File: src/rtl/prog_loader.sv
// UART boot loader: receives a word count and program words,
// writes them to program memory, then releases the core.
module prog_loader #(
  parameter int CLKS_PER_BIT = 868,
  parameter int MEM_WORDS    = 129
) (
  input  logic        clk,
  input  logic        reset,
  input  logic        rx,
  output logic        mem_we,
  output logic [3:0]  mem_be,
  output logic [31:0] mem_addr,
  output logic [31:0] mem_wdata,
  output logic        cpu_rst,
  output logic        done,
  output logic        error
);

  localparam int CW = $clog2(CLKS_PER_BIT);
  localparam int IW = $clog2(MEM_WORDS + 1);
  localparam logic [CW-1:0] BIT_LAST  = CW'(CLKS_PER_BIT - 1);
  localparam logic [CW-1:0] HALF_LAST = CW'(CLKS_PER_BIT / 2 - 1);
  localparam logic [31:0]   MAX_N     = 32'(MEM_WORDS);

  typedef enum logic [1:0] {
    R_IDLE, R_START, R_DATA, R_STOP
  } rx_st_e;

  typedef enum logic [2:0] {
    LEN, DATA, WRITE, DONE, ERR
  } ld_st_e;

  logic          rx_s1_q, rx_s2_q, rx_s3_q;
  rx_st_e        rs_q, rs_d;
  logic [CW-1:0] cnt_q, cnt_d;
  logic [2:0]    bit_q, bit_d;
  logic [7:0]    sh_q, sh_d;
  logic          byte_valid;

  ld_st_e        st_q, st_d;
  logic [1:0]    lane_q, lane_d;
  logic [31:0]   len_q, len_d;
  logic [IW-1:0] idx_q, idx_d;
  logic [31:0]   wdata_q, wdata_d;
  logic [31:0]   addr_q, addr_d;
  logic [31:0]   n_full;
  logic [IW-1:0] idx_inc;

  // rx synchronizer plus one delayed copy for falling-edge detect
  always_ff @(posedge clk or posedge reset) begin
    if (reset) begin
      rx_s1_q <= 1'b1;
      rx_s2_q <= 1'b1;
      rx_s3_q <= 1'b1;
    end else begin
      rx_s1_q <= rx;
      rx_s2_q <= rx_s1_q;
      rx_s3_q <= rx_s2_q;
    end
  end

  // receiver state registers
  always_ff @(posedge clk or posedge reset) begin
    if (reset) begin
      rs_q  <= R_IDLE;
      cnt_q <= '0;
      bit_q <= '0;
      sh_q  <= '0;
    end else begin
      rs_q  <= rs_d;
      cnt_q <= cnt_d;
      bit_q <= bit_d;
      sh_q  <= sh_d;
    end
  end

  // receiver next state: mid-bit sampling, glitch and framing rejection
  always_comb begin
    rs_d       = rs_q;
    cnt_d      = cnt_q;
    bit_d      = bit_q;
    sh_d       = sh_q;
    byte_valid = 1'b0;
    unique case (rs_q)
      R_IDLE: begin
        if (rx_s3_q && !rx_s2_q) begin
          rs_d  = R_START;
          cnt_d = '0;
        end
      end
      R_START: begin
        if (cnt_q == HALF_LAST) begin
          cnt_d = '0;
          bit_d = '0;
          rs_d  = rx_s2_q ? R_IDLE : R_DATA;
        end else begin
          cnt_d = cnt_q + CW'(1);
        end
      end
      R_DATA: begin
        if (cnt_q == BIT_LAST) begin
          cnt_d = '0;
          sh_d  = {rx_s2_q, sh_q[7:1]};
          if (bit_q == 3'd7) begin
            rs_d = R_STOP;
          end else begin
            bit_d = bit_q + 3'd1;
          end
        end else begin
          cnt_d = cnt_q + CW'(1);
        end
      end
      R_STOP: begin
        if (cnt_q == BIT_LAST) begin
          rs_d       = R_IDLE;
          byte_valid = rx_s2_q;
        end else begin
          cnt_d = cnt_q + CW'(1);
        end
      end
      default: rs_d = R_IDLE;
    endcase
  end

  // loader state registers
  always_ff @(posedge clk or posedge reset) begin
    if (reset) begin
      st_q    <= LEN;
      lane_q  <= '0;
      len_q   <= '0;
      idx_q   <= '0;
      wdata_q <= '0;
      addr_q  <= '0;
    end else begin
      st_q    <= st_d;
      lane_q  <= lane_d;
      len_q   <= len_d;
      idx_q   <= idx_d;
      wdata_q <= wdata_d;
      addr_q  <= addr_d;
    end
  end

  assign n_full  = {sh_q, len_q[31:8]};
  assign idx_inc = idx_q + IW'(1);

  // loader next state: count, word assembly, write, terminal states
  always_comb begin
    st_d    = st_q;
    lane_d  = lane_q;
    len_d   = len_q;
    idx_d   = idx_q;
    wdata_d = wdata_q;
    addr_d  = addr_q;
    unique case (st_q)
      LEN: begin
        if (byte_valid) begin
          len_d  = n_full;
          lane_d = lane_q + 2'd1;
          if (lane_q == 2'd3) begin
            lane_d = '0;
            if (n_full == 32'd0) begin
              st_d = DONE;
            end else if (n_full > MAX_N) begin
              st_d = ERR;
            end else begin
              st_d  = DATA;
              idx_d = '0;
            end
          end
        end
      end
      DATA: begin
        if (byte_valid) begin
          unique case (lane_q)
            2'd0: wdata_d[7:0]   = sh_q;
            2'd1: wdata_d[15:8]  = sh_q;
            2'd2: wdata_d[23:16] = sh_q;
            2'd3: wdata_d[31:24] = sh_q;
          endcase
          lane_d = lane_q + 2'd1;
          if (lane_q == 2'd3) begin
            st_d   = WRITE;
            addr_d = {{(30 - IW){1'b0}}, idx_q, 2'b00};
          end
        end
      end
      WRITE: begin
        idx_d  = idx_inc;
        lane_d = '0;
        st_d   = (idx_inc == len_q[IW-1:0]) ? DONE : DATA;
      end
      DONE: ;
      ERR: ;
      default: st_d = LEN;
    endcase
  end

  assign mem_we    = (st_q == WRITE);
  assign mem_be    = mem_we ? 4'hF : 4'h0;
  assign mem_addr  = addr_q;
  assign mem_wdata = wdata_q;
  assign cpu_rst   = (st_q != DONE);
  assign done      = (st_q == DONE);
  assign error     = (st_q == ERR);

endmodule

File: config.mk
export PLATFORM = sky130hd
export DESIGN_NAME = prog_loader
export DESIGN_NICKNAME = d
export VERILOG_FILES = /design/src/rtl/prog_loader.sv
export SDC_FILE = /design/constraint.sdc
export NUM_CORES = 1
export LEC_CHECK = 0
export CORE_UTILIZATION = 30
export CTS_CLUSTER_SIZE = 28
export DETAILED_ROUTE_END_ITERATION = 8
export GPL_ROUTABILITY_DRIVEN = 0
export SLEW_MARGIN = 20
export SYNTH_ARGS = -nofsm -noshare
export SYNTH_HDL_FRONTEND = slang
export SYNTH_SLANG_ARGS = --single-unit
File: constraint.sdc
create_clock -name clk -period 3.69 [get_ports clk]
set_input_delay 0.738 -clock clk [delete_from_list [all_inputs] [get_ports clk]]
set_output_delay 0.738 -clock clk [all_outputs]
set_load 0.02 [all_outputs]
Word-level counts from Yosys, hierarchy flattened
Index checks and enable logic that the tools add are counted.
W data, S select, Z words.

storage, ports and cells
  word-level logic and storage cells = 108
  flip-flop bits (word level) = 111
  input port bits = 3
  output and inout port bits = 72

cells by class
  mux-type cells = 36
  reductions and logical operators = 22
  order comparisons = 1
  eq/ne operators = 28
  add/subtract/negate cells = 4
  bitwise logic cells = 1

operators by type and width
  kind                     count
  $mux W10                 4
  $pmux W10 S4             1
  $gt A32 B8 Y1 const B    1
  $logic_not A32 Y1        1
  $mux W8                  4
  $mux W3                  9
  $ne A2 B2 Y1 const B     13
  $mux W2                  10
  $pmux W8 S2              1
  $reduce_and A3 Y1        5
  $reduce_and A5 Y1        3
  $pmux W3 S4              1
  $add A10 B1 Y10 const B  1
  $eq A10 B10 Y1 const B   1
  $eq A10 B9 Y1 const B    1
  $add A8 B1 Y8 const B    1
  $eq A2 B2 Y1 const B     4
  $eq A8 B8 Y1             1
  $pmux W2 S4              1
  $eq A3 B2 Y1 const B     2
  $eq A3 B3 Y1 const B     2
  $pmux W2 S3              1
  $pmux W3 S2              1
  $reduce_and A2 Y1        3
  16 further kinds         20

Logic depth before layout (Yosys ltp)
Gate-level depths: netlist of the first run.

  word-level depth = 6
  mapped depth = 7
  gate-level depth less buffers = 7

Worst setup path after synthesis of the first run
No wires, ideal clock.

  kind = reg2out
  start = register st_q[0]
  end = output port mem_be[0]
  setup slack = 1207 ps
  required time = 2952 ps
  arrival = 1745 ps
  cell stages (with the launch flop) = 6
  path through = dfrtp_1 > clkbuf_1 > or3_1 > inv_1 > clkbuf_1 > buf_4

between the ends
  longest elaborated chain between the ends = 2

ends and longest elaborated chain
  item                    line  text
  from (decl)             40    ld_st_e st_q, st_d;
  from (signal assigned)  135   st_q <= st_d;
  $eq A3 B2 Y1            199   assign mem_we = (st_q == WRITE);
  named net mem_we        10    output logic mem_we,
  $mux W4                 200   assign mem_be = mem_we ? 4'hF : 4'h0;
  to (decl)               11    output logic [3:0] mem_be,

The timed path passes the listed nets, and every way through them passes these cells.

Worst setup path in the final report of the first run
  start = register st_q[1]
  end = output port mem_be[2]

between the ends
  longest elaborated chain between the ends = 2

ends and longest elaborated chain
  item          line
  $eq A3 B2 Y1  199
  $mux W4       200

Every way passes these cells.

==> reports/results.tsv, run 1 <==
metric	value	unit
CTS buffer count	9	
Routed Antenna Nets	0	
sequential share of power	0.539	
WP buf/inv	3	
PortBufs	50	
critical path's largest stage delay	0.63	ns
setup TNS	0	ns
Achievable Freq	333	MHz
pwr/cell area	397	nW/um2
Tcrit/Tclk final	0.814	
vias in the first global route	3346	
maximum level of the CTS H-tree	3	
Sink Count	111	
antenna diode count	0	
Net Sw Frac	0.252	
count leader, synth	dfrtp_1	
RSZ-0062 raised after global routing	false	
Synth area leader	dfrtp_1	
Hold Fails Final Rpt	0	
reg2reg start	cnt_q[0]	
share of Yosys cell area claimed by the top area cell type	0.516	
die area	18000	um2
top post-synthesis cells by area	dfrtp_1 52%, mux2_2 15%, buf_4 4.0%	
Layout area overhead	17.8	%
crit path max-delay cell type	clkdlybuf4s50_1	
crit-path max FO	12	
ratio of cells with drive above 1 in the final layout	0.249	
Synth warnings	0	
critical path type	register to output port	
final setup vio count	0	
post-synthesis sequential area ratio	0.531	
Tot GR Track Use	0.123	
family with the most delay on the worst path	buffers and inverters	
CTS resizes	0	
crit end category	output port	
crit-path cells	inv_1 -> or3_1 -> inv_1 -> clkdlybuf4s50_1	
postcts setup bufs	0	
NumNets Final	476	
mean post-synth cell area	12.6	um2
max_slew headroom	0.431	
die width	134	um
Fillers	1650	
Netlist cell types	59	
HP Start	rx_s1_q	
most instantiated cells after synthesis	108 x dfrtp_1, 69 x mux2_2, 28 x buf_4, 19 x nor2_1	
DR vias/cell	4.76	
cells after synthesis	415	
min cycle time layout	3.00	ns
Bufs on Longest Clock Path	2	
initial antenna violation count	0	
EDFF count, synth	0	
FFs w/ async S/R, synth	1.00	
Post-synth top flop	dfrtp_1	
total number of vias	3283	
WP data required	2.95	ns
clk_lat worst skew	0.35	ns
clock skew	0.0124	ns
drt wl/cell	15.0	um
actual slew at the worst max-slew pin	0.853	ns
cts hold-fix bufs	0	
crit path launch	st_q[1]	
Clk pwr share	0.388	
CTS tree	built	
Mapped Area	5240	um2
max-cap violation count	0	
max-slew violation count	0	
total wire length	10300	um
Yosys reg bits	111	
WP data arrival	2.26	ns
gr ovfl total	0	
Pre-antenna DRT Iters	4	
startpoint types	register	
largest net degree at the start of global routing	71	
VDD IR max	0.000198	V
Pint	1.83	mW
CTS root buf	clkbuf_16	
Initial Util	0.311	
Post-DP HPWL	7010	um
Util after Layout	0.367	
NetSw	0.616	mW
DRC violations left	0	
DR iter-0 viols	134	
most used cell, CP	inv_1	
worst hold-check path type	register to register	
combinational power share	0.072	
clk slew on worst S/H paths	0.07	ns
core area	16800	um2
IO Pins	75	
FP Rows	47	
Leak	2.94	nW
Die Height	134	um
first-pass GRT wire length	17500	um
status	finished, final reports clean	
==> final cells by class <==
| type | instances | area (um2) | area share |
|---|---|---|---|
| clock buffers | 11 | 253 | 0.0410 |
| clock inverters | 5 | 38.8 | 0.00629 |
| inverters | 13 | 51.3 | 0.00831 |
| multi-input cells | 274 | 2230 | 0.362 |
| flip-flops and latches | 111 | 2780 | 0.451 |
| well taps | 220 | 275 | 0.0446 |
| repair buffers | 55 | 538 | 0.0872 |
==> metrics by stage <==
step                      power (mW)  std cells  instance area (um2)  worst slack [ns]  hold WS [ns]
after floorplan                 1.50        438                 5320            0.0263         0.345
after global placement          1.51        673                 5880              1.10         0.349
after detailed placement        1.52        673                 5880              1.04         0.349
after CTS                       2.48        689                 6170             0.654         0.359
after global routing            2.56        689                 6170             0.517         0.361
final                           2.45        689                 6170             0.688         0.359
==> placed cells by master, fill, tap and decap left out, types with 7 or more instances in the layout <==
| master | netlist | routed |
|---|---|---|
| ha_1 | 9 | 9 |
| xnor2_1 | 13 | 13 |
| dfrtp_1 | 108 | 108 |
| nor3_1 | 9 | 9 |
| clkbuf_16 | 0 | 9 |
| mux2_2 | 69 | 69 |
| clkdlybuf4s50_1 | 0 | 50 |
| conb_1 | 1 | 24 |
| mux2_4 | 10 | 10 |
| nand3_1 | 7 | 7 |
| nor2_1 | 19 | 19 |
| nand2_1 | 12 | 12 |
| nor4_1 | 7 | 7 |
| inv_1 | 13 | 12 |
==> flip-flops by register name, indices dropped and copies added, names as in the netlist, 2 cells and up, named ones only <==
register	cells
mem_wdata	32
idx_q	8
bit_q	3
st_q	3
mem_addr	8
sh_q	8
lane_q	2
len_q	32
cnt_q	10
==> logic make-up (layout without fill, tap and decap cells) <==
logic type	Yosys count	after routing	synth area share
DFF	111	111	0.531
and+or+nand+nor	98	98	0.111
muxes	84	84	0.189
buffers and inverters	53	84	0.0602
AOI/OAI and AO/OA	41	41	0.0564
xor gates and xnor gates	18	18	0.0301
adders and majority gates	9	9	0.0215
other	1	24	0.000716
==> per-layer routing <==
layer | share of wire | track usage | up-vias
met1 | 0.48 | 0.168 | 1645
met2 | 0.46 | 0.191 | 90
met4 | 0.010 | 0.0393 | 0
met3 | 0.042 | 0.0325 | 7
li1 | - | - | 1541
met5 | 0 | 0 | -
==> power groups by stage <==
stage                     sequential [mW]  combinational [mW]  clock [mW]
after floorplan                      1.32               0.180           0
after global placement               1.34               0.175           0
after detailed placement             1.34               0.182           0
after CTS                            1.32               0.181       0.978
after global routing                 1.33               0.204        1.03
final                                1.32               0.177       0.950
==> worst register-to-register path, delay by kind of cell, from the launching register on <==
kind                       cells  cell delay (ns)
adders and majority gates      1             0.22
DFF                            1             0.41
muxes                          1             0.37
and+or+nand+nor                4             1.44
==> worst paths after layout <==
check	to	slack, ns	depth (start not counted)
hold reg to reg	rx_s2_q	0.36	0
hold / removal	rx_s2_q	0.36	0
min in group asynchronous	mem_wdata[4]	0.91	2
setup reg to reg	mem_wdata[26]	1.14	6
setup / recovery	mem_be[2]	0.69	4
max in group asynchronous	st_q[0]	1.97	3
No activity file was read; power rests on OpenSTA's default activity.
==> inputs of run 2 (changes only) <==
==> constraint.sdc (replaced) <==
create_clock -name clk -period 2.75 [get_ports clk]
set_input_delay 0.55 -clock clk [delete_from_list [all_inputs] [get_ports clk]]
set_output_delay 0.55 -clock clk [all_outputs]
set_load 0.02 [all_outputs]
==> run 2 against run 1 <==
Worst hold slack is essentially flat. Critical path depth shrank 1. Clock skew shrank 0.0047 ns. First-iteration DRC count grew 26%. Global-route usage shrank 0.065 points. Setup slack lost 0.55 ns. Sequential share of layout area shrank 0.60 points. Largest cell class unchanged. Highest routed layer unchanged.
==> reports/results.tsv, run 2 (synthesis results as in run 1) <==
metric	value	unit
IO Pins	75	
CTS buffer count	9	
Layout area overhead	19.4	%
critical path's largest stage delay	0.70	ns
Sequential Area	2780	um2
vias in the first global route	3284	
Leak	3.06	nW
clk slew on worst S/H paths	0.07	ns
reg2reg start	cnt_q[0]	
CTS tree	built	
largest net degree at the start of global routing	55	
status	finished, final reports clean	
area of the multi-input gates	2230	um2
Finished Layout Cells	693	
clock skew	0.00773	ns
Placed Cells	678	
ratio of cells with drive above 1 in the final layout	0.256	
PortBufs	50	
Pre-antenna DRT Iters	4	
reg2reg path depth	6	
max-slew violation count	0	
Hold Path Stages	0	
die area	18000	um2
Post-DP HPWL	7060	um
max-cap violation count	0	
NumNets Final	481	
DR iter-0 viols	169	
Hold Fails Final Rpt	0	
crit path max-delay cell type	clkdlybuf4s50_1	
RSZ-0062 raised after global routing	false	
most frequent cells in the layout	108 x dfrtp_1, 69 x mux2_2, 45 x clkdlybuf4s50_1	
worst hold-check path type	register to register	
family with the most delay on the worst path	buffers and inverters	
core area	16800	um2
Reg2Reg Capture Point	mem_wdata[26]	
total wire length	10300	um
CTS root buf	clkbuf_16	
Tcrit/Tclk final	0.952	
die width	134	um
Bufs on Longest Clock Path	2	
crit end category	output port	
initial antenna violation count	0	
pwr/cell area	533	nW/um2
maximum level of the CTS H-tree	3	
Routed Antenna Nets	0	
setup TNS	0	ns
FP Rows	47	
Achievable Freq	382	MHz
min cycle time layout	2.62	ns
final setup vio count	0	
DR vias/cell	4.77	
max_slew headroom	0.528	
WP data required	2.20	ns
clk_lat worst skew	0.35	ns
WP data arrival	2.07	ns
WHS Endpoint	rx_s2_q	
Sink Count	111	
antenna diode count	0	
gr ovfl total	0	
Fillers	1625	
postcts setup bufs	0	
crit-path max FO	9	
HP Start	rx_s1_q	
first-pass GRT wire length	17300	um
startpoint types	register	
crit-path cells	buf_4 -> nor3b_1 -> clkdlybuf4s50_1	
Die Height	134	um
DRC violations left	0	
cts hold-fix bufs	0	
drt wl/cell	14.9	um
commonest non-fill, non-tap cell in the layout	dfrtp_1	
critical path type	register to output port	
VDD IR max	0.000311	V
R2R Setup Slk	0.20	ns
WP buf/inv	2	
Pwr Total	3.34	mW
Tot GR Track Use	0.123	
Initial Util	0.311	
actual slew at the worst max-slew pin	0.699	ns
total number of vias	3306	
==> run 2: cell types whose count changed in the layout (fill, tap and decap cells not counted), sizes merged, moves of 2 or more <==
cell and delta:
buf +5, clkdlybuf4s50 -5, dlymetal6s2s +5, inv -3
clkinvlp +2
==> run 2: layout make-up <==
class / count / share of cell area
multi-input cells: 274 / 0.357
well taps: 220 / 0.0440
inverters: 13 / 0.00840
flip-flops and latches: 111 / 0.445
clock buffers: 10 / 0.0382
repair buffers: 60 / 0.0980
clock inverters: 5 / 0.00940
==> run 2: per-layer routing <==
metal | track usage | wire, um | vias up
li1 | - | - | 1552
met2 | 0.186 | 4690 | 100
met4 | 0.0524 | 163 | 0
met3 | 0.0314 | 505 | 13
met5 | 0 | 0 | -
met1 | 0.165 | 4970 | 1641
==> run 2: power by group <==
part	switching [mW]	leakage, nW	internal [mW]
sequential	0.0816	1.52	1.69
clock	0.590	0.141	0.726
combinational	0.149	1.40	0.0961
==> run 2: timing repair <==
item / CTS / global route
setup endpoints to repair: 0 / 5
gates resized for setup: 0 / 5
hold endpoints to repair: 0 / 0
==> run 2: worst max path at each step <==
| stage | startpoint | to | slack [ns] | cells past startpoint |
|---|---|---|---|---|
| 6_report | st_q[2] | error | 0.13 | 3 |
| 5_1_grt | st_q[2] | error | 0.02 | 3 |
| 4_1_cts | st_q[0] | mem_be[1] | 0.006 | 3 |
| 3_5_place_dp | cnt_q[0] | mem_wdata[24] | 0.23 | 6 |
| 3_3_place_gp | cnt_q[0] | mem_wdata[30] | 0.29 | 6 |
| 2_1_floorplan | cnt_q[3] | mem_addr[2] | 0.43 | 6 |
==> run 2: through the flow <==
step	setup WS, ns	hold slack, ns	util	instance area (um2)
2_1_floorplan	0.426	0.345	-	5330
3_3_place_gp	0.286	0.348	0.353	5940
3_5_place_dp	0.228	0.347	0.353	5940
4_1_cts	0.00635	0.360	0.371	6240
5_1_grt	0.0163	0.366	0.372	6250
6_report	0.133	0.358	0.372	6250
==> inputs of run 3 (changes only) <==
--- a/config.mk
+++ b/config.mk
@@ -5,10 +5,11 @@
 export SDC_FILE = /design/constraint.sdc
 export NUM_CORES = 1
 export LEC_CHECK = 0
-export CORE_UTILIZATION = 30
+export CORE_UTILIZATION = 49
 export CTS_CLUSTER_SIZE = 28
 export DETAILED_ROUTE_END_ITERATION = 8
 export GPL_ROUTABILITY_DRIVEN = 0
+export PLACE_DENSITY = 0.76
 export SLEW_MARGIN = 20
 export SYNTH_ARGS = -nofsm -noshare
 export SYNTH_HDL_FRONTEND = slang
==> run 3 against run 2 <==
Count of clock-buffer cells in the layout increased by 1. Routed wire length is 2.2% lower. First-iteration DRC count decreased by 1.2%. Sequential cell count unchanged. Setup slack improved by 0.045 ns. Highest routed layer unchanged.
==> reports/results.tsv, run 3 (synthesis results as in run 1) <==
metric	value	unit
Net Sw Frac	0.254	
Pre-antenna DRT Iters	5	
ratio of cells with drive above 1 in the final layout	0.262	
CTS buffer count	9	
startpoint types	register	
CTS tree	built	
most frequent cells in the layout	107 x dfrtp_1, 69 x mux2_2, 45 x clkdlybuf4s50_1	
Post-DP HPWL	7100	um
Layout area overhead	16.5	%
antenna diode count	0	
critical path type	register to register	
min cycle time layout	2.57	ns
RSZ-0062 raised after global routing	false	
core area	10300	um2
clock skew	0.00940	ns
VDD IR max	0.000348	V
Tcrit/Tclk final	0.935	
clk slew on worst S/H paths	0.10	ns
initial antenna violation count	0	
Die Height	105	um
FP Rows	37	
Clk pwr share	0.353	
status	finished, final reports clean	
CTS root buf	clkbuf_8	
largest net degree at the start of global routing	50	
die width	105	um
maximum level of the CTS H-tree	3	
Initial Util	0.507	
max_slew headroom	0.544	
critical path's largest stage delay	0.48	ns
clk_lat worst skew	0.38	ns
crit-path cells	ha_1 -> nand4bb_1 -> or3_4 -> nor4_4 -> nand2_4 -> mux2_4	
sequential share of power	0.564	
total wire length	10100	um
Leak	3.05	nW
PortBufs	50	
Bufs on Longest Clock Path	2	
worst hold-check path type	register to register	
max-slew violation count	0	
Achievable Freq	389	MHz
Routed Antenna Nets	0	
max-cap violation count	0	
Sink Count	111	
combinational power share	0.083	
final setup vio count	0	
setup TNS	0	ns
hold_ws	0.362	ns
Hold Fails Final Rpt	0	
WP data arrival	2.84	ns
DR iter-0 viols	167	
NumNets Final	484	
total number of vias	3333	
Fillers	825	
IO Pins	75	
Tot GR Track Use	0.195	
pwr/cell area	516	nW/um2
drt wl/cell	16.5	um
DR vias/cell	5.44	
vias in the first global route	3345	
gr ovfl total	0	
die area	11100	um2
NetSw	0.800	mW
commonest non-fill, non-tap cell in the layout	dfrtp_1	
cts hold-fix bufs	0	
DRC violations left	0	
actual slew at the worst max-slew pin	0.680	ns
crit path max-delay cell type	nor4_4	
first-pass GRT wire length	16900	um
WP data required	3.02	ns
crit end category	register	
crit-path max FO	16	
Pint	2.35	mW
## run 3: changes by cell type in the layout (fill, tap and decap cells not counted), sizes merged
cell	previous run	this run
buf	10	13
inv	12	15
clkinv	2	0
clkinvlp	3	1
bufinv	1	2
clkbuf	10	11
## run 3: critical path: cells and delay by family, from the launching register on
kind                     cells  cell delay, ns
AND/OR/NAND/NOR              4            1.44
flip-flops                   1            0.43
multiplexers                 1            0.36
adder cells (fa/ha/maj)      1            0.23
## run 3: per-layer routing
metal / part of all wire / up-vias / track usage
met5: 0 / - / 0
met4: 0.018 / 0 / 0.0734
met3: 0.049 / 15 / 0.0377
met2: 0.48 / 97 / 0.313
li1: - / 1553 / -
met1: 0.45 / 1668 / 0.262
## run 3: path summary, 6_finish.rpt
path / from / end / slack [ns] / cells after the start
max: cnt_q[0] / mem_wdata[26] / 0.18 / 6
min: rx_s1_q / rx_s2_q / 0.36 / 0
max reg2reg: cnt_q[0] / mem_wdata[26] / 0.18 / 6
min reg2reg: rx_s1_q / rx_s2_q / 0.36 / 0
max in group asynchronous: reset / len_q[12] / 1.50 / 3
min in group asynchronous: reset / st_q[0] / 0.61 / 2
## run 3: power groups by stage
stage,clock (mW),combinational [mW],sequential (mW)
5_1_grt,1.19,0.296,1.79
6_report,1.11,0.261,1.77
3_5_place_dp,0,0.261,1.80
3_3_place_gp,0,0.247,1.80
4_1_cts,1.13,0.263,1.77
2_1_floorplan,0,0.242,1.77
## run 3: metrics by stage
stage	util	power (mW)	cell area [um2]	worst slack (ns)	cells
2_1_floorplan	-	2.01	5330	0.426	438
3_3_place_gp	0.568	2.04	5860	0.296	597
3_5_place_dp	0.568	2.06	5860	0.185	597
4_1_cts	0.590	3.16	6090	0.00383	613
5_1_grt	0.591	3.27	6100	0.0425	613
6_report	0.591	3.15	6100	0.178	613
## run 3: repair_timing
action,4_1_cts,5_1_grt
endpoints found under the hold margin,0,0
setup endpoints to repair,0,5
gates resized for setup,0,6
setup buffers,0,0
## run 3: final cells by class
class	count	area (um2)	share of cell area
Sequential cell	111	2780	0.456
Multi-Input combinational cell	274	2230	0.366
Timing Repair Buffer	63	636	0.104
Tap cell	136	170	0.0279
Clock buffer	11	141	0.0232
Clock inverter	5	86.3	0.0141
Inverter	13	52.6	0.00861
